<file path="config.mk">
export PLATFORM = sky130hd
export DESIGN_NAME = vc_dest_demux_flat
export DESIGN_NICKNAME = d
export VERILOG_FILES = /design/src/rtl/vc_dest_demux_if.sv /design/src/rtl/vc_dest_demux.sv /design/src/flat_wrapper.sv
export SDC_FILE = /design/constraint.sdc
export NUM_CORES = 1
export LEC_CHECK = 0
export CORE_UTILIZATION = 43
export DETAILED_ROUTE_END_ITERATION = 12
export GPL_TIMING_DRIVEN = 0
export PLACE_DENSITY = 0.76
export REMOVE_ABC_BUFFERS = 1
export SLEW_MARGIN = 5
export SYNTH_ARGS = -nofsm -noshare
export SYNTH_HDL_FRONTEND = slang
export SYNTH_SLANG_ARGS = --single-unit
</file>
<file path="constraint.sdc">
create_clock -name clk -period 2.3 [get_ports clk]
set_input_delay 0.575 -clock clk [delete_from_list [all_inputs] [get_ports clk]]
set_output_delay 0.575 -clock clk [all_outputs]
set_load 0.05 [all_outputs]
</file>
<file path="src/rtl/vc_dest_demux_if.sv">
// Handshake bundle between a virtual-channel source FIFO, the destination demux and fifo_d0/fifo_d1.
// The slave modport is the demux; the master modport is the surrounding environment.
interface vc_dest_demux_if #(
   parameter int DATA_SIZE = 6,
   parameter int COUNT_W   = 8
);
   logic                 vc_empty;
   logic [DATA_SIZE-1:0] vc_data;
   logic                 vc_pop;
   logic                 fifo_pause_d0;
   logic                 fifo_pause_d1;
   logic                 push_d0;
   logic                 push_d1;
   logic [DATA_SIZE-1:0] data_d0;
   logic [DATA_SIZE-1:0] data_d1;
   logic                 stall;
   logic [COUNT_W-1:0]   cnt_d0;
   logic [COUNT_W-1:0]   cnt_d1;

   modport master (
      output vc_empty, vc_data, fifo_pause_d0, fifo_pause_d1,
      input  vc_pop, push_d0, push_d1, data_d0, data_d1, stall, cnt_d0, cnt_d1
   );

   modport slave (
      input  vc_empty, vc_data, fifo_pause_d0, fifo_pause_d1,
      output vc_pop, push_d0, push_d1, data_d0, data_d1, stall, cnt_d0, cnt_d1
   );
endinterface

</file>
<file path="src/rtl/vc_dest_demux.sv">
// Pops words from a VC FIFO and routes each to fifo_d0/fifo_d1 by its destination bit, holding a
// paused word in a one-entry skid register. Define DEMUX_CNT_EN to build the per-destination push counters.
module vc_dest_demux #(
   parameter int DATA_SIZE = 6,
   parameter int DEST_BIT  = 4,
   parameter int COUNT_W   = 8
) (
   input logic           clk,
   input logic           reset,
   vc_dest_demux_if.slave bus
);

   typedef enum logic [1:0] {IDLE, FETCH, HOLD} state_t;

   state_t               state_q, state_d;
   logic [DATA_SIZE-1:0] hold_q;
   logic [DATA_SIZE-1:0] word;
   logic [DATA_SIZE-1:0] data_d0_q, data_d1_q;
   logic                 push_d0_q, push_d1_q;
   logic                 stall_q, stall_d;
   logic                 sel, pause_sel, route, pop;

   // Decision logic: in FETCH the word is the fresh FIFO read data, in HOLD it is the skid copy.
   always_comb begin
      word      = (state_q == HOLD) ? hold_q : bus.vc_data;
      sel       = word[DEST_BIT];
      pause_sel = sel ? bus.fifo_pause_d1 : bus.fifo_pause_d0;
      state_d   = state_q;
      stall_d   = stall_q;
      pop       = 1'b0;
      route     = 1'b0;
      case (state_q)
         IDLE: begin
            pop = !bus.vc_empty;
            if (pop) state_d = FETCH;
         end
         FETCH, HOLD: begin
            if (pause_sel) begin
               state_d = HOLD;
               stall_d = 1'b1;
            end else begin
               route   = 1'b1;
               stall_d = 1'b0;
               pop     = !bus.vc_empty;
               state_d = pop ? FETCH : IDLE;
            end
         end
         default: state_d = IDLE;
      endcase
      if (reset) pop = 1'b0;
   end

   // hold_q always captures the read data in FETCH so a paused word survives into HOLD.
   always_ff @(posedge clk) begin
      if (reset) begin
         state_q   <= IDLE;
         hold_q    <= '0;
         push_d0_q <= 1'b0;
         push_d1_q <= 1'b0;
         data_d0_q <= '0;
         data_d1_q <= '0;
         stall_q   <= 1'b0;
      end else begin
         state_q   <= state_d;
         if (state_q == FETCH) hold_q <= bus.vc_data;
         push_d0_q <= route & ~sel;
         push_d1_q <= route & sel;
         if (route & ~sel) data_d0_q <= word;
         if (route & sel)  data_d1_q <= word;
         stall_q   <= stall_d;
      end
   end

   assign bus.vc_pop  = pop;
   assign bus.push_d0 = push_d0_q;
   assign bus.push_d1 = push_d1_q;
   assign bus.data_d0 = data_d0_q;
   assign bus.data_d1 = data_d1_q;
   assign bus.stall   = stall_q;

`ifdef DEMUX_CNT_EN
   logic [COUNT_W-1:0] cnt_d0_q, cnt_d1_q;

   // Counters advance on the same edge that raises the push strobe, wrapping modulo 2**COUNT_W.
   always_ff @(posedge clk) begin
      if (reset) begin
         cnt_d0_q <= '0;
         cnt_d1_q <= '0;
      end else begin
         if (route & ~sel) cnt_d0_q <= cnt_d0_q + COUNT_W'(1);
         if (route & sel)  cnt_d1_q <= cnt_d1_q + COUNT_W'(1);
      end
   end

   assign bus.cnt_d0 = cnt_d0_q;
   assign bus.cnt_d1 = cnt_d1_q;
`else
   assign bus.cnt_d0 = '0;
   assign bus.cnt_d1 = '0;
`endif

endmodule

</file>
<file path="src/flat_wrapper.sv">
// flat-port wrapper written by rule: the top's interface ports become plain ports
module vc_dest_demux_flat 
#(
   parameter int DATA_SIZE = 6,
   parameter int DEST_BIT  = 4,
   parameter int COUNT_W   = 8
)
  (clk, reset, bus_vc_empty, bus_vc_data, bus_fifo_pause_d0, bus_fifo_pause_d1, bus_vc_pop, bus_push_d0, bus_push_d1, bus_data_d0, bus_data_d1, bus_stall, bus_cnt_d0, bus_cnt_d1);
  vc_dest_demux_if #(.DATA_SIZE(DATA_SIZE), .COUNT_W(COUNT_W)) bus_i ();
  input logic clk;
  input logic reset;
  input wire logic [$bits(bus_i.vc_empty)-1:0] bus_vc_empty;
  input wire logic [$bits(bus_i.vc_data)-1:0] bus_vc_data;
  input wire logic [$bits(bus_i.fifo_pause_d0)-1:0] bus_fifo_pause_d0;
  input wire logic [$bits(bus_i.fifo_pause_d1)-1:0] bus_fifo_pause_d1;
  output wire logic [$bits(bus_i.vc_pop)-1:0] bus_vc_pop;
  output wire logic [$bits(bus_i.push_d0)-1:0] bus_push_d0;
  output wire logic [$bits(bus_i.push_d1)-1:0] bus_push_d1;
  output wire logic [$bits(bus_i.data_d0)-1:0] bus_data_d0;
  output wire logic [$bits(bus_i.data_d1)-1:0] bus_data_d1;
  output wire logic [$bits(bus_i.stall)-1:0] bus_stall;
  output wire logic [$bits(bus_i.cnt_d0)-1:0] bus_cnt_d0;
  output wire logic [$bits(bus_i.cnt_d1)-1:0] bus_cnt_d1;
  assign bus_i.vc_empty = bus_vc_empty;
  assign bus_i.vc_data = bus_vc_data;
  assign bus_i.fifo_pause_d0 = bus_fifo_pause_d0;
  assign bus_i.fifo_pause_d1 = bus_fifo_pause_d1;
  assign bus_vc_pop = bus_i.vc_pop;
  assign bus_push_d0 = bus_i.push_d0;
  assign bus_push_d1 = bus_i.push_d1;
  assign bus_data_d0 = bus_i.data_d0;
  assign bus_data_d1 = bus_i.data_d1;
  assign bus_stall = bus_i.stall;
  assign bus_cnt_d0 = bus_i.cnt_d0;
  assign bus_cnt_d1 = bus_i.cnt_d1;
  vc_dest_demux #(.DATA_SIZE(DATA_SIZE), .DEST_BIT(DEST_BIT), .COUNT_W(COUNT_W)) u_core (.clk(clk), .reset(reset), .bus(bus_i));
endmodule
</file>
==> results.yml, run 1 <==
clock_network:
  clk_latency_ns: 0.32
  cts_hold_buf: 0
  clk_pin_slew_ns: 0.12
  h-tree-depth: 1
  clockRootBuffer: "clkbuf_4"
  cts_tree: "yes"
  numCtsBuffers: 3
  cts.sinks: 23
  clk_path_buf_depth: 2
logic_synthesis:
  synth_fa_ha_area_share_pct: 4.30
  netlist_instances: 125
  yosysSeqAreaShare_pct: 39.6
  yosysTopAreaCell: "dfxtp_1"
  synth_top_family_by_area: "simple AND/OR/NAND/NOR gates"
  synth.cell_area_sq_um: 1160
  avgSynthCellArea_sq_um: 9.31
  yosysWarnings: 0
  synth_ff_type: "dfxtp_1"
  synthTopCellsByCount: "dfxtp_1 (23), nor3_1 (23), buf_4 (17)"
  synth_edf_count: 0
  synth_area_leaders: "dfxtp_1 (40%), buf_4 (11%), nor3_1 (9.9%)"
  synthDistinctLibCells: 27
  async_reset_ff_share_pct: 0
  synthMuxAreaShare_pct: 14.1
  yosys.area_share.simple_pct: 17.8
  synth_top_cell_area_share_pct: 39.6
  synth_compound_area_share_pct: 8.06
  synth-seq-cells: 23
  synth-xor-area-share_pct: 0
timing:
  fmax_mhz: 424
  rsz0062_at_grt: "true"
  relSlewSlack_pct: 47.0
  finalSetupViolCount: 1
  fin_crit_sh_pct: 102
  worst_pin_slew_ns: 0.795
  whs_ns: 0.474
  setup_ws_ns: -0.0559
  fin_skew_ns: 0.00967
  hold_viol: 0
  finalMaxSlewViolations: 0
  min_period_ns: 2.36
routing:
  drcViolationCount: 0
  met1Wirelength_microns: 1090
  wl_met3_microns: 121
  met2_length_microns: 1180
  final_antenna_net_count: 0
  wirelength_microns: 2440
  highest_layer: "met4"
  initialDrtViolationCount: 31
  drtPass1Iterations: 4
  vias: 947
  routedWlPerCell_microns: 13.1
  via_per_inst: 5.09
layout:
  stdcell_count: 186
  multiInputGateArea_sq_um: 629
  fillers: 234
  final_cell_area_sq_um: 1500
  insertedDiodeCount: 0
  register_area_sq_um: 465
  drive_gt1_share_pct: 19.9
  final_util_pct: 59.5
  fin_nets: 172
  area_growth_pct: 29.0
die:
  die_w_microns: 54.0
  rows: 18
  die_h_microns: 54.0
  coreArea_sq_um: 2520
  ios: 43
  initial_core_util_pct: 46.1
  dieArea_sq_um: 2920
placement:
  place_area_sq_um: 1350
  io_buffers: 26
  dp_slack_ns: -1.03
  dp.cells: 173
  dp_hpwl_microns: 1670
  gp_congestion: 0.773
pwr:
  p_int_uw: 631
  vdd_drop_max_mv: 0.462
  switching_power_uw: 382
  p_comb_share_pct: 37.0
  swShare_pct: 37.7
  pwr-share-clk_pct: 19.0
  leakage_uw: 0.000584
  pwr-share-seq_pct: 44.0
  cellPowerDensity_nw_per_um2: 674
min_path:
  hold_class: "reg -> reg"
setup_path:
  critPathBufInv: 2
  start_kind: "primary input"
  critical-path-max-stage-delay_ns: 0.47
  critPathKind: "in -> out"
  slowest_stage: "clkdlybuf4s50_1"
  worstPathRequired_ns: 1.73
  critPathMaxFanout: 3
  path_cells: "clkdlybuf4s50_1 > or2b_4 > mux2i_4 > o21a_1 > buf_6"
  worstPathArrival_ns: 1.78
  r2r_setup_slack_ns: 0.51
  setup.worst_path.end_class: "output pin"
  cp_top_family: "buffers and inverters"
run:
  cap_violations: 0
outcome:
  status: "complete, but fails checks"
  violations: "negative setup slack"
global_routing:
  antenna_found_initial: 0
  overflow: 0
  grt_max_degree: 24
  track_usage_pct: 19.1
  grt_pass1_wl_microns: 3920
  grt_pass1_vias: 872
layout by cell type (no fill, tap or decap), drive strengths merged:
master and n:
nor3 24, clkdlybuf4s50 23, dfxtp 23, conb 16, a21oi 11, buf 10
nor2 8, mux2i 8, mux2 6, ha 4, clkbuf 3, inv 3
nand2 2, nand4 2, dlygate4sd2 2, or2b 1, nand2b 1, o21a 1
nand3 1, a31oi 1, nor2b 1, o211a 1, and2b 1, o21ai 1
a32o 1, clkinv 1
worst register-to-register path, cell delays in order, from the launching register on:
cell and delay (ns):
dfxtp_4 0.37, inv_1 0.07, ha_4 0.27, buf_4 0.12, buf_4 0.13, nor2b_1 0.44
a21oi_1 0.15, nor3_1 0.18
sequential cells by signal, indices dropped and copies added (netlist names):
name and cells:
u_core.bus.data_d0 6, u_core.bus.data_d1 6, u_core.bus.push_d0 1, u_core.bus.push_d1 1
u_core.bus.stall 1, u_core.hold_q 6, u_core.state_q 2
routing by layer:
layer	GRT usage, %	vias to the layer above
met2	31.3	40
met4	11.1	0
met3	3.11	7
met5	0	-
met1	23.5	434
li1	-	466
power groups by stage:
stage / Clock [uW] / Combinational (uW) / Sequential, uW
6_report: 192 / 375 / 445
4_1_cts: 192 / 371 / 446
5_1_grt: 212 / 399 / 450
2_1_floorplan: 0 / 174 / 514
3_3_place_gp: 0 / 318 / 453
3_5_place_dp: 0 / 323 / 455
area by class of cell:
cell class / count / share of cell area (%)
clock buffer: 3 / 1.50
sequential: 23 / 31.0
clock inverter: 1 / 0.333
inverter: 3 / 0.750
timing repair buffer: 35 / 22.0
tap: 30 / 2.50
multi-input combinational: 91 / 41.9
kinds of logic (layout without fill, tap and decap cells):
| family | after synthesis | count (layout) |
|---|---|---|
| simple gates | 41 | 41 |
| buf+inv | 26 | 42 |
| flops | 23 | 23 |
| compound gates | 16 | 16 |
| mux | 14 | 14 |
| fa+ha+maj | 4 | 4 |
| other cells | 1 | 16 |
timing repair:
| item | CTS | global route |
|---|---|---|
| gates resized for setup | 22 | 1 |
| setup endpoints to repair | 1 | 1 |
| setup buffers | 9 | 0 |
| endpoints found under the hold margin | 0 | 0 |
| pin swaps | 2 | 0 |
final timing paths:
path,to,depth (start not counted),from
min reg2reg,u_core.bus.data_d0[4]$_SDFFE_PP0P_,1,u_core.bus.data_d0[4]$_SDFFE_PP0P_
max,bus_vc_pop,5,bus_fifo_pause_d1
min,u_core.bus.data_d0[4]$_SDFFE_PP0P_,1,u_core.bus.data_d0[4]$_SDFFE_PP0P_
max reg2reg,u_core.bus.data_d1[5]$_SDFFE_PP0P_,7,u_core.state_q[1]$_SDFFE_PP0P_
stage by stage:
step / total power, uW / setup TNS [ns]
after global placement: 771 / -1.01
after CTS: 1010 / -0.0423
final: 1010 / -0.0559
after detailed placement: 778 / -1.03
after floorplan: 688 / -0.172
after global routing: 1060 / -0.116
(Power assumes the default switching activity.)
==> run 2, diff against run 1 <==
Settings changed: ABC_CLOCK_PERIOD_IN_PS set to 2300.
==> results of run 2 <==
No change in the layout: final DEF, timing and power equal those of run 1.
==> run 3, diff against run 2 <==
Settings changed: ABC_CLOCK_PERIOD_IN_PS 2300 to unset, CTS_CLUSTER_SIZE set to 12, GPL_TIMING_DRIVEN 0 to unset.
==> results.yml, run 3 (synthesis gave the netlist of run 1 again) <==
die:
  dieArea_sq_um: 2920
  die_h_microns: 54.0
  coreArea_sq_um: 2520
  ios: 43
  initial_core_util_pct: 46.1
  die_w_microns: 54.0
  rows: 18
setup_path:
  start_kind: "primary input"
  critPathKind: "in -> out"
  worstRegToRegCells: 9
  worstPathRequired_ns: 1.73
  worstPathArrival_ns: 1.82
  reg2reg_from: "u_core.state_q[1]$_SDFFE_PP0P_"
  setup.worst_path.end_class: "output pin"
  critPathMaxFanout: 2
  crit_start: "bus_fifo_pause_d1"
outcome:
  violations: "negative setup slack"
  status: "complete, but fails checks"
layout:
  register_area_sq_um: 465
  final_cell_mix: "clkdlybuf4s50_1 (24), nor3_1 (23), dfxtp_1 (21), buf_4 (17), conb_1 (16)"
  layout_commonest_cell: "clkdlybuf4s50_1"
  final_util_pct: 61.6
  area_growth_pct: 33.5
  final_cell_area_sq_um: 1550
  multiInputGateArea_sq_um: 604
  fillers: 229
  insertedDiodeCount: 0
  drive_gt1_share_pct: 23.0
  fin_nets: 181
timing:
  fin_crit_sh_pct: 104
  fmax_mhz: 417
  hold_viol: 0
  rsz0062_at_grt: "true"
  worst_pin_slew_ns: 0.500
  finalSetupViolCount: 1
  whs_ns: 0.474
  finalMaxSlewViolations: 0
  fin_skew_ns: 0.0115
  relSlewSlack_pct: 66.6
  min_period_ns: 2.40
  setup_ws_ns: -0.0966
pwr:
  switching_power_uw: 381
  p_int_uw: 644
  cellPowerDensity_nw_per_um2: 659
  pwr-share-clk_pct: 18.3
  pwr-share-seq_pct: 43.5
  vdd_drop_max_mv: 0.493
  swShare_pct: 37.2
  leakage_uw: 0.000618
  p_comb_share_pct: 38.2
placement:
  io_buffers: 26
  place_area_sq_um: 1430
  gp_congestion: 0.829
  dp_hpwl_microns: 1770
clock_network:
  h-tree-depth: 1
  cts.sinks: 23
  clk_latency_ns: 0.31
  numCtsBuffers: 3
  clockRootBuffer: "clkbuf_4"
  cts_tree: "yes"
  clk_path_buf_depth: 2
  clk_pin_slew_ns: 0.12
min_path:
  holdPathStages: 1
  hold_class: "reg -> reg"
  hold_start: "u_core.bus.data_d0[4]$_SDFFE_PP0P_"
global_routing:
  grt_pass1_vias: 877
  overflow: 0
  track_usage_pct: 19.7
  grt_max_degree: 23
  antenna_found_initial: 0
  grt_pass1_wl_microns: 4110
routing:
  via_per_inst: 5.02
  routedWlPerCell_microns: 13.5
  initialDrtViolationCount: 19
  drtPass1Iterations: 4
  final_antenna_net_count: 0
  wirelength_microns: 2640
  drcViolationCount: 0
  vias: 978
run:
  cap_violations: 0
-- run 3: power groups by stage --
stage / sequential [uW] / clock, uW / combinational [uW]
after floorplan: 514 / 0 / 174
after global placement: 453 / 0 / 344
after detailed placement: 455 / 0 / 350
after CTS: 445 / 192 / 383
after global routing: 449 / 208 / 417
final: 445 / 187 / 392
-- run 3: timing repair --
item                                    in CTS  in global routing
hold buffers                                 0                  0
buffers inserted                             6                  2
gates resized for setup                     11                  0
cloned                                       0                  0
pin swaps                                    3                  2
endpoints found under the setup margin       1                  1
-- run 3: per-layer routing --
layer | part of all wire (%) | wire length [microns] | vias up | global-route usage (%)
met5 | 0 | 0 | - | 0
met4 | 1.8 | 48 | 0 | 8.12
met3 | 3.9 | 103 | 6 | 2.82
met2 | 48 | 1260 | 29 | 31.9
met1 | 47 | 1230 | 463 | 26.0
li1 | - | - | 480 | -
-- run 3: area by class of cell --
cell class                 instances  area share (%)
clock inverter                     1           0.322
inverter                           3           0.725
tap                               30            2.42
timing repair buffer              44            26.2
clock buffer                       3            1.45
sequential                        23            30.0
multi-input combinational         91            38.9
-- run 3: stage by stage --
| stage | cells | worst slack [ns] | TNS [ns] | total power (uW) |
|---|---|---|---|---|
| after global placement | 183 | -0.0866 | -0.0866 | 798 |
| after detailed placement | 183 | -0.156 | -0.156 | 805 |
| after CTS | 193 | -0.0863 | -0.0863 | 1020 |
| after floorplan | 117 | -0.172 | -0.172 | 688 |
| final | 195 | -0.0966 | -0.0966 | 1020 |
| after global routing | 195 | -0.136 | -0.136 | 1070 |
-- run 3: final timing paths --
kind                                                           end  slack (ns)
worst max-delay path                                    bus_vc_pop        -0.1
worst min-delay path            u_core.bus.data_d0[4]$_SDFFE_PP0P_        0.47
worst max register to register      u_core.state_q[0]$_SDFFE_PP0P_        0.61
worst min register to register  u_core.bus.data_d0[4]$_SDFFE_PP0P_        0.47
-- run 3: worst max-delay path, stage by stage --
cell and delay, ns:
clkdlybuf4s50_1 0.43, or2b_1 0.27, mux2i_2 0.20, o21a_1 0.19
buf_12 0.15
